## config.mk

```make
export PLATFORM = sky130hd
export DESIGN_NAME = alu_share_arbiter
export DESIGN_NICKNAME = d
export VERILOG_FILES = /design/src/rtl/alu_share_arbiter.sv
export SDC_FILE = /design/constraint.sdc
export NUM_CORES = 1
export LEC_CHECK = 0
export CAP_MARGIN = 20
export CORE_MARGIN = 10
export CORE_UTILIZATION = 33
export CTS_CLUSTER_SIZE = 25
export DETAILED_ROUTE_END_ITERATION = 12
export HOLD_SLACK_MARGIN = 0.1
export PLACE_DENSITY = 0.86
export RECOVER_POWER = 100
export SYNTH_ARGS = -nofsm -noshare
export SYNTH_HDL_FRONTEND = slang
export SYNTH_SLANG_ARGS = --single-unit
```

## constraint.sdc

```tcl
create_clock -name clk -period 2.6 [get_ports clk]
set_clock_uncertainty 0.15 [all_clocks]
set_input_delay 0.65 -clock clk [delete_from_list [all_inputs] [get_ports clk]]
set_output_delay 0.65 -clock clk [all_outputs]
set_load 0.1 [all_outputs]
```

## src/rtl/alu_share_arbiter.sv

```systemverilog
`default_nettype none
// ============================================================================
// Module      : alu_share_arbiter
// Description : Round-robin share of one combinational ALU between two
//               valid/ready requesters, with a per-requester result register.
//               Define ALU_ARB_FIXED_PRIO_EN for fixed priority (req0 wins ties).
// Revision    : 1.0 - initial release
// ============================================================================
module alu_share_arbiter #(
    parameter int WIDTH = 32,
    parameter int OPW   = 3
) (
    input  logic             clk,
    input  logic             rst,
    input  logic             req0_valid,
    output logic             req0_ready,
    input  logic [WIDTH-1:0] req0_a,
    input  logic [WIDTH-1:0] req0_b,
    input  logic [OPW-1:0]   req0_op,
    output logic             rsp0_valid,
    input  logic             rsp0_ready,
    output logic [WIDTH-1:0] rsp0_result,
    output logic             rsp0_zero,
    input  logic             req1_valid,
    output logic             req1_ready,
    input  logic [WIDTH-1:0] req1_a,
    input  logic [WIDTH-1:0] req1_b,
    input  logic [OPW-1:0]   req1_op,
    output logic             rsp1_valid,
    input  logic             rsp1_ready,
    output logic [WIDTH-1:0] rsp1_result,
    output logic             rsp1_zero,
    output logic [WIDTH-1:0] alu_a,
    output logic [WIDTH-1:0] alu_b,
    output logic [OPW-1:0]   alu_sel,
    input  logic [WIDTH-1:0] alu_out,
    input  logic             alu_zero
);

    // last_grant = 1 means req1 was served last, so req0 wins the next tie
    localparam logic c_LAST_GRANT_RST = 1'b1;

    logic             r_rsp0_valid;
    logic             r_rsp1_valid;
    logic [WIDTH-1:0] r_rsp0_result;
    logic [WIDTH-1:0] r_rsp1_result;
    logic             r_rsp0_zero;
    logic             r_rsp1_zero;
    logic             r_last_grant;

    logic w_elig0;
    logic w_elig1;
    logic w_grant0;
    logic w_grant1;

    // A full slot being drained this cycle may accept a new result
    assign w_elig0 = ~rst & req0_valid & (~r_rsp0_valid | rsp0_ready);
    assign w_elig1 = ~rst & req1_valid & (~r_rsp1_valid | rsp1_ready);

`ifdef ALU_ARB_FIXED_PRIO_EN
    assign w_grant0 = w_elig0;
`else
    assign w_grant0 = w_elig0 & (~w_elig1 | r_last_grant);
`endif
    assign w_grant1 = w_elig1 & ~w_grant0;

    assign req0_ready = w_grant0;
    assign req1_ready = w_grant1;

    always_comb begin
        alu_a   = '0;
        alu_b   = '0;
        alu_sel = '0;
        if (w_grant0) begin
            alu_a   = req0_a;
            alu_b   = req0_b;
            alu_sel = req0_op;
        end else if (w_grant1) begin
            alu_a   = req1_a;
            alu_b   = req1_b;
            alu_sel = req1_op;
        end
    end

    always_ff @(posedge clk) begin
        if (rst) begin
            r_rsp0_valid  <= 1'b0;
            r_rsp1_valid  <= 1'b0;
            r_rsp0_result <= '0;
            r_rsp1_result <= '0;
            r_rsp0_zero   <= 1'b0;
            r_rsp1_zero   <= 1'b0;
            r_last_grant  <= c_LAST_GRANT_RST;
        end else begin
            if (w_grant0) begin
                r_rsp0_result <= alu_out;
                r_rsp0_zero   <= alu_zero;
                r_rsp0_valid  <= 1'b1;
            end else if (r_rsp0_valid && rsp0_ready) begin
                r_rsp0_valid  <= 1'b0;
            end

            if (w_grant1) begin
                r_rsp1_result <= alu_out;
                r_rsp1_zero   <= alu_zero;
                r_rsp1_valid  <= 1'b1;
            end else if (r_rsp1_valid && rsp1_ready) begin
                r_rsp1_valid  <= 1'b0;
            end

            if (w_grant0) begin
                r_last_grant <= 1'b0;
            end else if (w_grant1) begin
                r_last_grant <= 1'b1;
            end
        end
    end

    assign rsp0_valid  = r_rsp0_valid;
    assign rsp1_valid  = r_rsp1_valid;
    assign rsp0_result = r_rsp0_result;
    assign rsp1_result = r_rsp1_result;
    assign rsp0_zero   = r_rsp0_zero;
    assign rsp1_zero   = r_rsp1_zero;

endmodule
`default_nettype wire

```

# Yosys cells after proc, flatten, opt, wreduce, memory -nomap -nowiden

Cells that the tools add are included.

Word-level logic and storage cells: 38
Register bits after elaboration: 69

Bitwise gates (word level): 14
Reduce and logical (&&, ||, !) cells: 5
Muxes and demuxes: 12

Operators by type and width:

| operator           | number |
|---|---|
| 32-bit two-way mux | 4 |
| 1-bit AND          | 6 |
| 1-bit two-way mux  | 6 |
| 3-bit two-way mux  | 2 |
| 2-bit nonzero test | 3 |
| 1-bit NOT          | 5 |
| 1-bit bitwise OR   | 3 |
| 1-bit logical AND  | 2 |

# Depth between registers and ports, before layout

Depth after elaboration: 10
Mapped depth: 7
Gate-level depth less buffers: 5

# Least setup slack after synthesis

Ideal clock, no wire load.

Path type: reg2out
Start point: reg r_rsp1_valid (netlist: rsp1_valid)
End point: out alu_a[22]
Buffers on the path: 2
Required time: 1.800 ns
Arrival: 3.941 ns
Cell stages (with the launch flop): 7
Setup slack: -2.141 ns
Cells stage by stage: dfxtp_1 > nor2b_2 > o311a_1 > buf_4 > nand2b_2 > clkbuf_2 > o21ai_0

Word-level cells in the longest chain between the ends: 10

Ends and longest elaborated chain:

| what                   | line | RTL |
|---|---|---|
| from (decl)            | 44   | `logic r_rsp1_valid;` |
| from (signal assigned) | 88   | `r_rsp1_valid <= 1'b0;` |
| from (signal assigned) | 106  | `r_rsp1_valid <= 1'b1;` |
| from (signal assigned) | 108  | `r_rsp1_valid <= 1'b0;` |
| 1-bit NOT (*)          | 58   | `assign w_elig1 = ~rst & req1_valid & (~r_rsp1_valid \| rsp1_ready);` |
| 1-bit bitwise OR (*)   | 58   |  |
| 1-bit AND (*)          | 58   |  |
| 1-bit NOT              | 63   | `assign w_grant0 = w_elig0 & (~w_elig1 \| r_last_grant);` |
| 1-bit bitwise OR       | 63   |  |
| 1-bit AND              | 63   |  |
| 1-bit NOT              | 65   | `assign w_grant1 = w_elig1 & ~w_grant0;` |
| 1-bit AND              | 65   |  |
| 32-bit two-way mux     | 78   | `end else if (w_grant1) begin` |
| 32-bit two-way mux (*) | 74   | `if (w_grant0) begin` |
| to (decl)              | 33   | `output logic [WIDTH-1:0] alu_a,` |

Every way passes the cells marked *; elsewhere a longest branch is shown, timed or not.

# Final worst setup path

Start point: in rsp1_ready
End point: out alu_a[30]

Word-level cells in the longest chain between the ends: 9

Ends and longest elaborated chain:

| what                   | line | RTL |
|---|---|---|
| from (decl)            | 30   | `input logic rsp1_ready,` |
| 1-bit bitwise OR (*)   | 58   |  |
| 1-bit AND (*)          | 58   |  |
| 1-bit NOT              | 63   |  |
| 1-bit bitwise OR       | 63   |  |
| 1-bit AND              | 63   |  |
| 1-bit NOT              | 65   |  |
| 1-bit AND              | 65   |  |
| 32-bit two-way mux     | 78   |  |
| 32-bit two-way mux (*) | 74   |  |

Marked as above.

==> metrics.csv <==
metric;value;unit
status;finished with violations;
violations;setup timing;
fmax;328.4;MHz
clockBufferDepth;2;
postSynthCellCount;537;
finalCriticalPeriod;3.045;ns
io_buffers;309;
insertion_delay;0.32;ns
synth-seq-cells;69;
multi_input_area;2579;µm²
crit_path_frequent_cell;buf_12;
die_h;126.0;µm
start_kind;input pin;
worst-path-buf-inv;6;
seqCellArea;1386;µm²
rows;38;
area_growth;145.7;%
grt_pass1_wl;34.80;mm
fin_nets;1056;
numClockSinks;69;
slew_headroom;0.06813;
place_inst;984;
crit_type;input pin to output port;
cts_root_buf;clkbuf_16;
die_w;126.0;µm
numCtsBuffers;9;
leakagePower;0.003786;µW
post-route-period-util;1.171;
wire_per_inst;24.55;µm
path_clk_slew;0.05;ns
grt_util_all_layers;0.2765;
cts-htree-levels;3;
slew_viol_final;0;
cp_top_family;buffers and inverters;
core_area;10940;µm²
routed_wl;25.31;mm
p_total;4821;µW
cp.arrival;2.24;ns
die_area;15890;µm²
hpwlAfterDp;18.68;mm
ys_top_cells_by_area;dfxtp_1 (37%), o211ai_1 (14%), nand2_1 (13%), a21oi_1 (9.2%), inv_1 (6.9%);
synth.top_cell.area_share;0.3722;
cp-end-kind;output port;
drc_errors;0;
crit_chain;buf_6, nor2b_4, o311ai_4, buf_6, buf_12, buf_12, buf_16, o211ai_1, o21ai_4, buf_12;
firstDrtPassIters;5;
required;1.80;ns
ys.warnings.count;0;
start_util;0.3394;
ys_types;26;
worst_pin_slew;1.398;ns
final-hold-violation-count;0;
finalNonFillerCells;1031;
timing.final.ws_setup;-0.4447;ns
syn_nets;710;
vias;5556;
avgViaCountPerCell;5.389;
ys_seq_area_frac;0.3722;
drive_above_1_share;0.3468;
rsz0062_at_grt;true;
antenna_left;0;
avgSynthCellArea;6.911;µm²
slowest_stage;o211ai_1;
overflow;0;
io_pins;310;
cts_tree;done;
fillers;640;
slowest_delay;0.39;ns
grt_max_degree;70;
hold_class;flop to flop;
place.gp.congestion;0.9444;
ir_worst_vdd;0.0003840;V
dp_slack;-0.6225;ns
ctsHoldBuffers;0;
maxCapViolations;0;
synth.largest_area_cell;dfxtp_1;
grt_pass1_vias;5635;
power_density;528.7;nW/µm²
setup_viol;68;
syn_area;3711;µm²
drt-initial-drc-count;491;
antenna_found_initial;3;
cp_max_fo;8;
## flip-flops by register name, summed over array words and instances, names as in the netlist
signal,count
rsp1_valid,1
r_last_grant,1
rsp0_valid,1
rsp1_zero,1
rsp0_zero,1
rsp1_result,32
rsp0_result,32
## power by group
part           switching, µW  internal [µW]
registers               34.8           1120
clock network            433            766
logic                   1590            880
total                   2060           2760
## cell type report
cell class	count	area share
Timing Repair Buffer	386	0.4835
Multi-Input combinational cell	347	0.2828
Sequential cell	69	0.1521
Inverter	70	0.02950
Clock buffer	12	0.02703
Tap cell	140	0.01921
Clock inverter	4	0.005078
Antenna cell	3	0.0008234
## routing by layer
metal / part of all wire / vias to the layer above / wire length [µm] / track usage
met1: 0.33 / 2639 / 8354 / 0.2751
met3: 0.078 / 87 / 1965 / 0.07718
met5: 0 / - / 0 / 0
met4: 0.058 / 0 / 1459 / 0.1353
met2: 0.53 / 340 / 13540 / 0.5148
li1: - / 2490 / - / -
## worst min-delay path, cell delays in order (launching register included)
cell and delay [ns]:
dfxtp_1 0.30, nand2_1 0.05, a21oi_1 0.05
## placed cells by master, fill, tap and decap left out, drive strengths merged
cell type and n:
nand2 132, clkbuf 88, o21ai 67, buf 143, inv 69, bufinv 1, clkinv 3, clkinvlp 1
a21oi 68, o311a 1, nand2b 4, a311o 1, o21bai 1, o31ai 1, and3 1, diode 3
nor2b 1, dfxtp 69, o22ai 1, nor2 1, o311ai 1, o211ai 67, clkdlybuf4s50 167
## metrics by stage
| step | utilization | hold WS [ns] | instance area [µm²] | setup TNS [ns] |
|---|---|---|---|---|
| after floorplan | - | 0.3908 | 4523 | -10.81 |
| after global placement | 0.7846 | 0.2920 | 8579 | -37.33 |
| after detailed placement | 0.7846 | 0.2990 | 8579 | -42.31 |
| after CTS | 0.8292 | 0.3062 | 9067 | -11.96 |
| after global routing | 0.8338 | 0.3266 | 9117 | -18.37 |
| final | 0.8338 | 0.3035 | 9117 | -14.71 |
## Yosys cell counts, drive strengths merged
cell    instances
o311ai          1
o211ai         67
o31ai           1
nand2b          4
and3            1
inv            69
clkinv          1
nand2         132
dfxtp          69
o22ai           1
nor2            1
a21oi          68
o21ai          67
nor2b           1
o311a           1
buf            31
o21bai          1
a311o           1
clkbuf         20
## path summary, 6_finish.rpt
kind / from / endpoint / slack, ns / depth (start not counted)
max: rsp1_ready / alu_a[30] / -0.44 / 10
min: rsp1_result[5]$_SDFFE_PP0N_ / rsp1_result[5]$_SDFFE_PP0N_ / 0.30 / 2
max reg2reg: rsp1_valid$_SDFFE_PP0P_ / rsp1_result[31]$_SDFFE_PP0N_ / 0.44 / 9
min reg2reg: rsp1_result[5]$_SDFFE_PP0N_ / rsp1_result[5]$_SDFFE_PP0N_ / 0.30 / 2
## what timing repair did
| item | 4_1_cts | 5_1_grt |
|---|---|---|
| cloned | 3 | 6 |
| resized for setup | 27 | 11 |
| buffers inserted | 12 | 12 |
| pin swaps | 9 | 33 |
| endpoints found under the setup margin | 69 | 68 |
## cells by family after synthesis
group                  after synthesis  synth area share
buffers and inverters              121            0.1487
AND/OR/NAND/NOR                    139            0.1480
AO/OA/AOI/OAI                      208            0.3311
flip-flops                          69            0.3722
No activity file was read; power rests on OpenSTA's default activity.
